### src/rtl/dmem_arbiter_if.sv
// dmem_arbiter_if
// Bundles the three buses around the data-memory arbiter:
//   CPU_*  : CPU MEM-stage requester (request, command, response, stall)
//   DBG_*  : debug/readback requester (request, command, response)
//   MEM_*  : single-ported data memory (strobes, address, write/read data)
// Modports:
//   slave  : the arbiter (takes requests and memory read data, drives the rest)
//   master : the surroundings (requesters plus the memory model)
interface dmem_arbiter_if #(
  parameter int DATA_W = 32
);
  logic              CPU_REQ;
  logic              CPU_WE;
  logic [31:0]       CPU_ADDR;
  logic [DATA_W-1:0] CPU_WDATA;
  logic              CPU_ACK;
  logic              CPU_ERR;
  logic [DATA_W-1:0] CPU_RDATA;
  logic              CPU_STALL;

  logic              DBG_REQ;
  logic              DBG_WE;
  logic [31:0]       DBG_ADDR;
  logic [DATA_W-1:0] DBG_WDATA;
  logic              DBG_ACK;
  logic              DBG_ERR;
  logic [DATA_W-1:0] DBG_RDATA;

  logic              MEM_ENABLE;
  logic              MEM_READ;
  logic              MEM_WRITE;
  logic [31:0]       MEM_ADDR;
  logic [DATA_W-1:0] MEM_WDATA;
  logic [DATA_W-1:0] MEM_RDATA;

  modport slave (
    input  CPU_REQ, CPU_WE, CPU_ADDR, CPU_WDATA,
    output CPU_ACK, CPU_ERR, CPU_RDATA, CPU_STALL,
    input  DBG_REQ, DBG_WE, DBG_ADDR, DBG_WDATA,
    output DBG_ACK, DBG_ERR, DBG_RDATA,
    output MEM_ENABLE, MEM_READ, MEM_WRITE, MEM_ADDR, MEM_WDATA,
    input  MEM_RDATA
  );

  modport master (
    output CPU_REQ, CPU_WE, CPU_ADDR, CPU_WDATA,
    input  CPU_ACK, CPU_ERR, CPU_RDATA, CPU_STALL,
    output DBG_REQ, DBG_WE, DBG_ADDR, DBG_WDATA,
    input  DBG_ACK, DBG_ERR, DBG_RDATA,
    input  MEM_ENABLE, MEM_READ, MEM_WRITE, MEM_ADDR, MEM_WDATA,
    output MEM_RDATA
  );
endinterface

### src/rtl/dmem_arbiter.sv
// dmem_arbiter
// Shares the single-ported data memory between the CPU MEM stage and the
// debug unit. CPU has priority; a starvation counter forces a debug grant
// after STARVE_LIMIT consecutive CPU grants made while debug was waiting.
// Each transaction runs IDLE -> ACCESS -> DONE; the owner gets a one-cycle
// ACK in DONE with registered read data and an out-of-range error flag.
// Ports:
//   CLK    : clock, all state changes on posedge
//   RESET  : asynchronous, active-high reset
//   bus    : dmem_arbiter_if.slave (CPU_*, DBG_*, MEM_* signal groups)
module dmem_arbiter #(
  parameter int ADDR_W       = 5,
  parameter int DATA_W       = 32,
  parameter int STARVE_LIMIT = 4
) (
  input  logic           CLK,
  input  logic           RESET,
  dmem_arbiter_if.slave  bus
);

  typedef enum logic [1:0] {IDLE, ACCESS, DONE} state_t;

  localparam logic [3:0] LIMIT = 4'(STARVE_LIMIT);

  state_t            state, state_next;
  logic              owner_dbg;
  logic              lat_we;
  logic [31:0]       lat_addr;
  logic [DATA_W-1:0] lat_wdata;
  logic [3:0]        starve_cnt;
  logic              err_q;
  logic [DATA_W-1:0] cpu_rdata_q, dbg_rdata_q;
  logic              grant_cpu, grant_dbg;
  logic              in_range;
  logic [DATA_W-1:0] capture_data;

  // Debug wins when alone, or when it has waited through STARVE_LIMIT CPU grants.
  always_comb begin
    grant_dbg = bus.DBG_REQ && (!bus.CPU_REQ || (starve_cnt == LIMIT));
    grant_cpu = bus.CPU_REQ && !grant_dbg;
  end

  // Upper address bits must be zero; an out-of-range access never reaches memory.
  assign in_range     = (lat_addr[31:ADDR_W] == '0);
  assign capture_data = (!lat_we && in_range) ? bus.MEM_RDATA : '0;

  always_ff @(posedge CLK or posedge RESET) begin
    if (RESET) state <= IDLE;
    else       state <= state_next;
  end

  // Strobes and ACKs decode from the state alone, so an asynchronous reset
  // drops them in the same instant and cuts a pending memory write.
  always_comb begin
    state_next     = state;
    bus.MEM_ENABLE = 1'b0;
    bus.MEM_READ   = 1'b0;
    bus.MEM_WRITE  = 1'b0;
    bus.MEM_ADDR   = '0;
    bus.MEM_WDATA  = '0;
    bus.CPU_ACK    = 1'b0;
    bus.CPU_ERR    = 1'b0;
    bus.DBG_ACK    = 1'b0;
    bus.DBG_ERR    = 1'b0;
    case (state)
      IDLE: begin
        if (grant_cpu || grant_dbg) state_next = ACCESS;
      end
      ACCESS: begin
        state_next = DONE;
        if (in_range) begin
          bus.MEM_ENABLE = 1'b1;
          bus.MEM_READ   = !lat_we;
          bus.MEM_WRITE  = lat_we;
          bus.MEM_ADDR   = {{(32-ADDR_W){1'b0}}, lat_addr[ADDR_W-1:0]};
          bus.MEM_WDATA  = lat_we ? lat_wdata : '0;
        end
      end
      DONE: begin
        state_next  = IDLE;
        bus.CPU_ACK = !owner_dbg;
        bus.CPU_ERR = !owner_dbg && err_q;
        bus.DBG_ACK = owner_dbg;
        bus.DBG_ERR = owner_dbg && err_q;
      end
      default: state_next = IDLE;
    endcase
  end

  // Command latch on grant, response capture at the edge that ends ACCESS.
  always_ff @(posedge CLK or posedge RESET) begin
    if (RESET) begin
      owner_dbg   <= 1'b0;
      lat_we      <= 1'b0;
      lat_addr    <= '0;
      lat_wdata   <= '0;
      err_q       <= 1'b0;
      cpu_rdata_q <= '0;
      dbg_rdata_q <= '0;
    end else begin
      if (state == IDLE && (grant_cpu || grant_dbg)) begin
        owner_dbg <= grant_dbg;
        lat_we    <= grant_dbg ? bus.DBG_WE    : bus.CPU_WE;
        lat_addr  <= grant_dbg ? bus.DBG_ADDR  : bus.CPU_ADDR;
        lat_wdata <= grant_dbg ? bus.DBG_WDATA : bus.CPU_WDATA;
      end
      if (state == ACCESS) begin
        err_q <= !in_range;
        if (owner_dbg) dbg_rdata_q <= capture_data;
        else           cpu_rdata_q <= capture_data;
      end
    end
  end

  // Starvation counter only moves in IDLE; a CPU grant without debug waiting
  // also falls into the clear branch.
  always_ff @(posedge CLK or posedge RESET) begin
    if (RESET) begin
      starve_cnt <= '0;
    end else if (state == IDLE) begin
      if (grant_dbg) begin
        starve_cnt <= '0;
      end else if (grant_cpu && bus.DBG_REQ) begin
        if (starve_cnt != LIMIT) starve_cnt <= starve_cnt + 4'd1;
      end else if (!bus.DBG_REQ) begin
        starve_cnt <= '0;
      end
    end
  end

  assign bus.CPU_RDATA = cpu_rdata_q;
  assign bus.DBG_RDATA = dbg_rdata_q;
  assign bus.CPU_STALL = bus.CPU_REQ & ~bus.CPU_ACK;

endmodule

### src/flat_wrapper.sv
// flat-port wrapper written by rule: the top's interface ports become plain ports
module dmem_arbiter_flat 
#(
  parameter int ADDR_W       = 5,
  parameter int DATA_W       = 32,
  parameter int STARVE_LIMIT = 4
)
  (CLK, RESET, bus_CPU_REQ, bus_CPU_WE, bus_CPU_ADDR, bus_CPU_WDATA, bus_CPU_ACK, bus_CPU_ERR, bus_CPU_RDATA, bus_CPU_STALL, bus_DBG_REQ, bus_DBG_WE, bus_DBG_ADDR, bus_DBG_WDATA, bus_DBG_ACK, bus_DBG_ERR, bus_DBG_RDATA, bus_MEM_ENABLE, bus_MEM_READ, bus_MEM_WRITE, bus_MEM_ADDR, bus_MEM_WDATA, bus_MEM_RDATA);
  dmem_arbiter_if #(.DATA_W(DATA_W)) bus_i ();
  input  logic CLK;
  input  logic RESET;
  input wire logic [$bits(bus_i.CPU_REQ)-1:0] bus_CPU_REQ;
  input wire logic [$bits(bus_i.CPU_WE)-1:0] bus_CPU_WE;
  input wire logic [$bits(bus_i.CPU_ADDR)-1:0] bus_CPU_ADDR;
  input wire logic [$bits(bus_i.CPU_WDATA)-1:0] bus_CPU_WDATA;
  output wire logic [$bits(bus_i.CPU_ACK)-1:0] bus_CPU_ACK;
  output wire logic [$bits(bus_i.CPU_ERR)-1:0] bus_CPU_ERR;
  output wire logic [$bits(bus_i.CPU_RDATA)-1:0] bus_CPU_RDATA;
  output wire logic [$bits(bus_i.CPU_STALL)-1:0] bus_CPU_STALL;
  input wire logic [$bits(bus_i.DBG_REQ)-1:0] bus_DBG_REQ;
  input wire logic [$bits(bus_i.DBG_WE)-1:0] bus_DBG_WE;
  input wire logic [$bits(bus_i.DBG_ADDR)-1:0] bus_DBG_ADDR;
  input wire logic [$bits(bus_i.DBG_WDATA)-1:0] bus_DBG_WDATA;
  output wire logic [$bits(bus_i.DBG_ACK)-1:0] bus_DBG_ACK;
  output wire logic [$bits(bus_i.DBG_ERR)-1:0] bus_DBG_ERR;
  output wire logic [$bits(bus_i.DBG_RDATA)-1:0] bus_DBG_RDATA;
  output wire logic [$bits(bus_i.MEM_ENABLE)-1:0] bus_MEM_ENABLE;
  output wire logic [$bits(bus_i.MEM_READ)-1:0] bus_MEM_READ;
  output wire logic [$bits(bus_i.MEM_WRITE)-1:0] bus_MEM_WRITE;
  output wire logic [$bits(bus_i.MEM_ADDR)-1:0] bus_MEM_ADDR;
  output wire logic [$bits(bus_i.MEM_WDATA)-1:0] bus_MEM_WDATA;
  input wire logic [$bits(bus_i.MEM_RDATA)-1:0] bus_MEM_RDATA;
  assign bus_i.CPU_REQ = bus_CPU_REQ;
  assign bus_i.CPU_WE = bus_CPU_WE;
  assign bus_i.CPU_ADDR = bus_CPU_ADDR;
  assign bus_i.CPU_WDATA = bus_CPU_WDATA;
  assign bus_CPU_ACK = bus_i.CPU_ACK;
  assign bus_CPU_ERR = bus_i.CPU_ERR;
  assign bus_CPU_RDATA = bus_i.CPU_RDATA;
  assign bus_CPU_STALL = bus_i.CPU_STALL;
  assign bus_i.DBG_REQ = bus_DBG_REQ;
  assign bus_i.DBG_WE = bus_DBG_WE;
  assign bus_i.DBG_ADDR = bus_DBG_ADDR;
  assign bus_i.DBG_WDATA = bus_DBG_WDATA;
  assign bus_DBG_ACK = bus_i.DBG_ACK;
  assign bus_DBG_ERR = bus_i.DBG_ERR;
  assign bus_DBG_RDATA = bus_i.DBG_RDATA;
  assign bus_MEM_ENABLE = bus_i.MEM_ENABLE;
  assign bus_MEM_READ = bus_i.MEM_READ;
  assign bus_MEM_WRITE = bus_i.MEM_WRITE;
  assign bus_MEM_ADDR = bus_i.MEM_ADDR;
  assign bus_MEM_WDATA = bus_i.MEM_WDATA;
  assign bus_i.MEM_RDATA = bus_MEM_RDATA;
  dmem_arbiter #(.ADDR_W(ADDR_W), .DATA_W(DATA_W), .STARVE_LIMIT(STARVE_LIMIT)) u_core (.CLK(CLK), .RESET(RESET), .bus(bus_i));
endmodule
### config.mk
export PLATFORM = sky130hd
export DESIGN_NAME = dmem_arbiter_flat
export DESIGN_NICKNAME = d
export VERILOG_FILES = /design/src/rtl/dmem_arbiter_if.sv /design/src/rtl/dmem_arbiter.sv /design/src/flat_wrapper.sv
export SDC_FILE = /design/constraint.sdc
export NUM_CORES = 1
export LEC_CHECK = 0
export BUFFER_PORTS_ARGS = -buffer_cell sky130_fd_sc_hd__buf_2
export CORE_MARGIN = 2
export CORE_UTILIZATION = 40
export CTS_BUF_LIST = sky130_fd_sc_hd__clkbuf_8
export CTS_CLUSTER_DIAMETER = 60
export DETAILED_ROUTE_END_ITERATION = 16
export GPL_ROUTABILITY_DRIVEN = 1
export GPL_TIMING_DRIVEN = 0
export HOLD_SLACK_MARGIN = 0.12
export PLACE_DENSITY = 0.69
export RECOVER_POWER = 50
export SLEW_MARGIN = 0
export SYNTH_ARGS = -nofsm -noshare
export SYNTH_HDL_FRONTEND = slang
export SYNTH_SLANG_ARGS = --single-unit
### constraint.sdc
create_clock -name CLK -period 8.8 [get_ports CLK]
set_clock_uncertainty 0.2 [all_clocks]
set_input_delay 0.44 -clock CLK [delete_from_list [all_inputs] [get_ports CLK]]
set_output_delay 0.44 -clock CLK [all_outputs]
set_load 0.03 [all_outputs]
# Word-level counts from Yosys, hierarchy flattened
# Index checks and enable logic that the tools add are counted.
[word_totals]
reg_bits = 137
input_bits = 166
[classes]
n_bitwise = 3
mux = 25
n_eq_ne = 7
n_addsub = 1
reduce_logical = 19
[op_table]
columns = ["op", "count"]
rows = [
  ["32-bit two-way mux", 7],
  ["27-bit zero test", 1],
  ["4-bit two-way mux", 4],
  ["1-bit two-way mux", 11],
  ["1-bit logical AND", 7],
  ["1-bit zero test", 5],
  ["5-bit two-way mux", 1],
  ["4-bit by 1-bit adder with 4-bit output (second input constant)", 1],
  ["4-bit by 3-bit equality test with 1-bit output (second input constant)", 1],
  ["4-bit by 3-bit inequality test with 1-bit output (second input constant)", 1],
  ["2-bit one-hot mux with 2 select lines", 1],
  ["2-bit AND reduction", 2],
  ["3-bit by 1-bit inequality test with 1-bit output (second input constant)", 1],
  ["3-bit by 2-bit inequality test with 1-bit output (second input constant)", 1],
  ["3-bit AND reduction", 1],
  ["2-bit by 1-bit equality test with 1-bit output (second input constant)", 1],
  ["2-bit equality test (second input constant)", 1],
  ["2-bit zero test", 1],
  ["1-bit logical OR", 2],
  ["2-bit two-way mux", 1],
  ["2-bit by 1-bit inequality test with 1-bit output (second input constant)", 1],
  ["1-bit NOT", 2],
  ["1-bit AND", 1],
]

# Depth between registers and ports, before layout
[logic_depth]
ltp_word = 8
depth_mapped = 8

# Worst setup path after synthesis
# No wires, ideal clock.
[synth_path]
kind = "reg-to-output"
start = "reg u_core.lat_addr[26]"
end = "out bus_MEM_ADDR[0]"
slack_ps = 5723
path_stages_with_launch = 5
path_buffers = 0
t_required_ps = 8160
arrival_ps = 2437
path_cell_list = "dfrtp_1 > or3_2 > or2_2 > nor3_1 > and2_1"
[synth_via]
elab_chain_cells = 3
[synth_rtl]
columns = ["element", "line_no", "rtl"]
rows = [
  ["from (decl)", "dmem_arbiter.sv:28", "logic [31:0] lat_addr;"],
  ["from (signal assigned)", "dmem_arbiter.sv:104", "lat_addr <= grant_dbg ? bus.DBG_ADDR : bus.CPU_ADDR;"],
  ["27-bit zero test", "dmem_arbiter.sv:44", "assign in_range = (lat_addr[31:ADDR_W] == '0);"],
  ["5-bit two-way mux", "dmem_arbiter.sv:71", "if (in_range) begin"],
  ["32-bit two-way mux", "dmem_arbiter.sv:65", "case (state)"],
  ["to (decl)", "flat_wrapper.sv:30", "output wire logic [$bits(bus_i.MEM_ADDR)-1:0] bus_MEM_ADDR;"],
]
# No other way between the ends.

# Worst setup path after layout
[layout_path]
start = "reg u_core.lat_addr[26]"
end = "out bus_MEM_WDATA[6]"
[layout_via]
elab_chain_cells = 3
[layout_rtl]
columns = ["element", "line_no", "rtl"]
rows = [
  ["27-bit zero test", "dmem_arbiter.sv:44", ""],
  ["32-bit two-way mux", "dmem_arbiter.sv:71", ""],
  ["32-bit two-way mux", "dmem_arbiter.sv:65", ""],
  ["to (decl)", "flat_wrapper.sv:31", "output wire logic [$bits(bus_i.MEM_WDATA)-1:0] bus_MEM_WDATA;"],
]
# No other way between the ends.

==> metrics.yaml <==
diodes: 0
p_sw_w: 0.00111
multiInputGateArea_sq_mm: 0.00285
intPower_w: 0.00178
std_cell_rows: 47
htreeDepth: 4
grt_pass1_vias: 7163
hpwlAfterDp_mm: 14.9
clock_latency_ns: 0.45
p_per_area_mw_per_mm2: 276
seq_area_sq_mm: 0.00343
cap_viol_max_count: 1
fin_crit_ns: 3.42
start_kind: "flop"
violations: "max-capacitance violations, max-slew violations"
timing.fmax_mhz: 292
slew_headroom_pct: -90.0
worstPathRequired_ns: 8.16
nNetsFinal: 1409
hp-class: "input port to flop"
p_seq_share_pct: 34.3
drc: 0
hold_violations: 0
die_y_um: 133
cts_buffers: 17
synth.avg_cell_area_sq_um: 8.82
ir_drop_mv: 0.152
viasPerCell: 4.80
switching_share_pct: 38.5
clkTransAtPathRegs_ns: 0.08
synth-async-reset-ratio_pct: 100
ys_ff_latch: 137
yosysTopAreaCell: "dfrtp_1"
synth_edf_count: 0
die_x_um: 133
setup-violations-final: 0
syn_to_final_growth_pct: 56.4
netlist_area_sq_mm: 0.00671
drt_iter0_drc: 379
cts.sinks: 137
routed_wl_mm: 22.7
via_count: 7069
finalWeightedCongestion: 0.838
post_route_cells_drive_above_1_share_pct: 27.8
ys_top_cells_by_area: "dfrtp_1 (51%), nand2_1 (11%), a21oi_1 (9.8%)"
pre_cts_slack_ns: 5.88
finalCritPeriodShare_pct: 38.9
whs_path_depth: 3
critPathTopFamily: "simple AND/OR/NAND/NOR gates"
first_pass_iters: 4
die_area_sq_mm: 0.0178
ys_seq_area_share_pct: 51.1
antenna_found_initial: 1
r2r.worst_path.cells: 9
port_buffers: 274
ys_types: 37
finalSetupTns_ns: 0
worstSetupEndpointType: "output port"
critPathMaxFanout: 10
grt_max_degree: 77
pwr-share-clk_pct: 21.7
core-area_sq_mm: 0.0165
rsz0062_at_grt: "no"
yosysWarnings: 0
crit_buf_inv: 2
n_fill_cell: 1355
grt_usage_pct: 25.0
cp_slowest_cell: "or3_2"
crit_path_max_incr_delay_ns: 0.49
setup_ws_ns: 5.38
wire_per_inst_um: 15.4
ios: 302
tightest_slew_ns: 2.83
synthFlopType: "dfrtp_1"
ant_nets: 0
combPwrFrac_pct: 44.0
globalRoute.totalOverflow: 0
crit_cells: 6
netlist_instances: 760
synth_top_cell_area_share_pct: 51.1
p_leak_nw: 5.00
cts_tree: "done"
utilization_pct: 63.7
root_buffer: "clkbuf_8"
worstPathArrival_ns: 2.78
grt_pass1_wl_mm: 35.2
status: "finished, violations left"
finalMaxSlewViolations: 62
finalPower_w: 0.00289
worst-setup-path-type: "flop to output port"
clock_path_buffers: 2
crit_chain: "or3_2 -> or2_2 -> nor4_4 -> clkbuf_1 -> and2_1 -> buf_2"
initial_utilization_pct: 40.7
what timing repair did:
| action | 4_1_cts | 5_1_grt |
|---|---|---|
| setup endpoints to repair | 0 | 0 |
| hold buffers | 161 | 0 |
| hold endpoints to repair | 190 | 0 |
| buffers inserted | 0 | 0 |
| resized for setup | 0 | 0 |
synthesized netlist by cell type, types with 2 or more instances:
| library cell | count |
|---|---|
| a21oi_1 | 131 |
| nand2b_1 | 3 |
| buf_12 | 6 |
| nor2_1 | 68 |
| nor4_2 | 4 |
| nor4_1 | 3 |
| and2_1 | 40 |
| o21ai_2 | 60 |
| buf_4 | 27 |
| o21ai_0 | 7 |
| or2_2 | 2 |
| nor3_1 | 2 |
| clkbuf_1 | 41 |
| nand3_1 | 2 |
| dfrtp_1 | 137 |
| nand3b_1 | 2 |
| inv_1 | 6 |
| buf_1 | 2 |
| ha_1 | 2 |
| nand2_1 | 198 |
worst min-delay path, delay by kind of cell:
family / cells / cell delay (ns)
compound gates: 2 / 0.19
buf+inv: 1 / 0.12
layout by cell type (no fill, tap or decap), types with 2 or more instances in the layout:
cell / count
nor4_2: 4
a21oi_1: 131
o21ai_2: 60
nor3_1: 2
buf_1: 2
or2_2: 2
nand3_1: 2
inv_1: 6
nand2_1: 198
nor4_1: 3
dfrtp_1: 137
dlygate4sd3_1: 161
and2_1: 40
o21ai_0: 7
nand2b_1: 3
ha_1: 2
buf_4: 27
nor2_1: 68
clkbuf_8: 21
buf_12: 6
buf_2: 210
bufinv_16: 5
nand3b_1: 2
clkinv_4: 3
conb_1: 27
clkbuf_1: 106
path summary, 6_finish.rpt:
check | to | startpoint | slack (ns)
setup / recovery | bus_MEM_WDATA[6] | u_core.lat_addr[26] | 5.38
hold / removal | u_core.lat_we | bus_DBG_WE | 0.15
setup reg to reg | u_core.lat_addr[3] | u_core.starve_cnt[0] | 5.80
hold reg to reg | u_core.bus.DBG_RDATA[17] | u_core.bus.DBG_RDATA[17] | 0.28
max in group asynchronous | u_core.bus.CPU_RDATA[21] | RESET | 5.97
min in group asynchronous | u_core.bus.DBG_RDATA[18] | RESET | 1.14
per-layer routing:
metal  track usage, %  vias up  routed length [um]
met5                0        -                  13
met4             10.8        2                 781
met3             6.13       58                1650
met2             43.5      315               11300
met1             29.6     3288                8890
li1                 -     3406                   -
metrics by stage:
| stage | hold WS (ns) | std cells | area [sq um] |
|---|---|---|---|
| 3_5_place_dp | 0.260 | 1281 | 8480 |
| 5_1_grt | 0.143 | 1474 | 10500 |
| 6_report | 0.145 | 1474 | 10500 |
| 3_3_place_gp | 0.256 | 1280 | 8450 |
| 2_1_floorplan | 0.272 | 786 | 6800 |
| 4_1_cts | 0.123 | 1474 | 10600 |
cells by family (layout without fill, tap and decap cells):
family                   after synthesis  after routing  share of synthesized area (%)
AO/OA/AOI/OAI                        204            204                           18.8
other                                  1             27                         0.0559
flip-flops                           137            137                           51.1
adder cells (fa/ha/maj)                2              2                          0.373
AND/OR/NAND/NOR                      332            332                           21.9
buffers and inverters                 84            552                           7.80
cell type report:
cell class,instances,share of cell area (%)
Sequential cell,137,32.7
Timing Repair Buffer,436,27.9
Multi-Input combinational cell,565,27.2
Buffer,78,4.77
Clock buffer,21,2.76
Tap cell,220,2.62
Clock inverter,11,1.84
Inverter,6,0.227
registers in the layout (all words and copies together), names as in the netlist:
name	flops
u_core.owner_dbg	1
u_core.lat_we	1
u_core.lat_wdata	32
u_core.lat_addr	32
u_core.bus.CPU_RDATA	32
u_core.bus.DBG_RDATA	32
u_core.starve_cnt	4
u_core.err_q	1
u_core.state	2
power by group through the flow:
stage / registers, W / clock network (W) / logic (W)
2_1_floorplan: 0.00110 / 0 / 0.000559
3_3_place_gp: 0.000988 / 0 / 0.000949
3_5_place_dp: 0.000995 / 0 / 0.000961
4_1_cts: 0.000984 / 0.000635 / 0.00126
5_1_grt: 0.00102 / 0.000660 / 0.00139
6_report: 0.000992 / 0.000626 / 0.00127
Power figures use the tool's default switching activity.
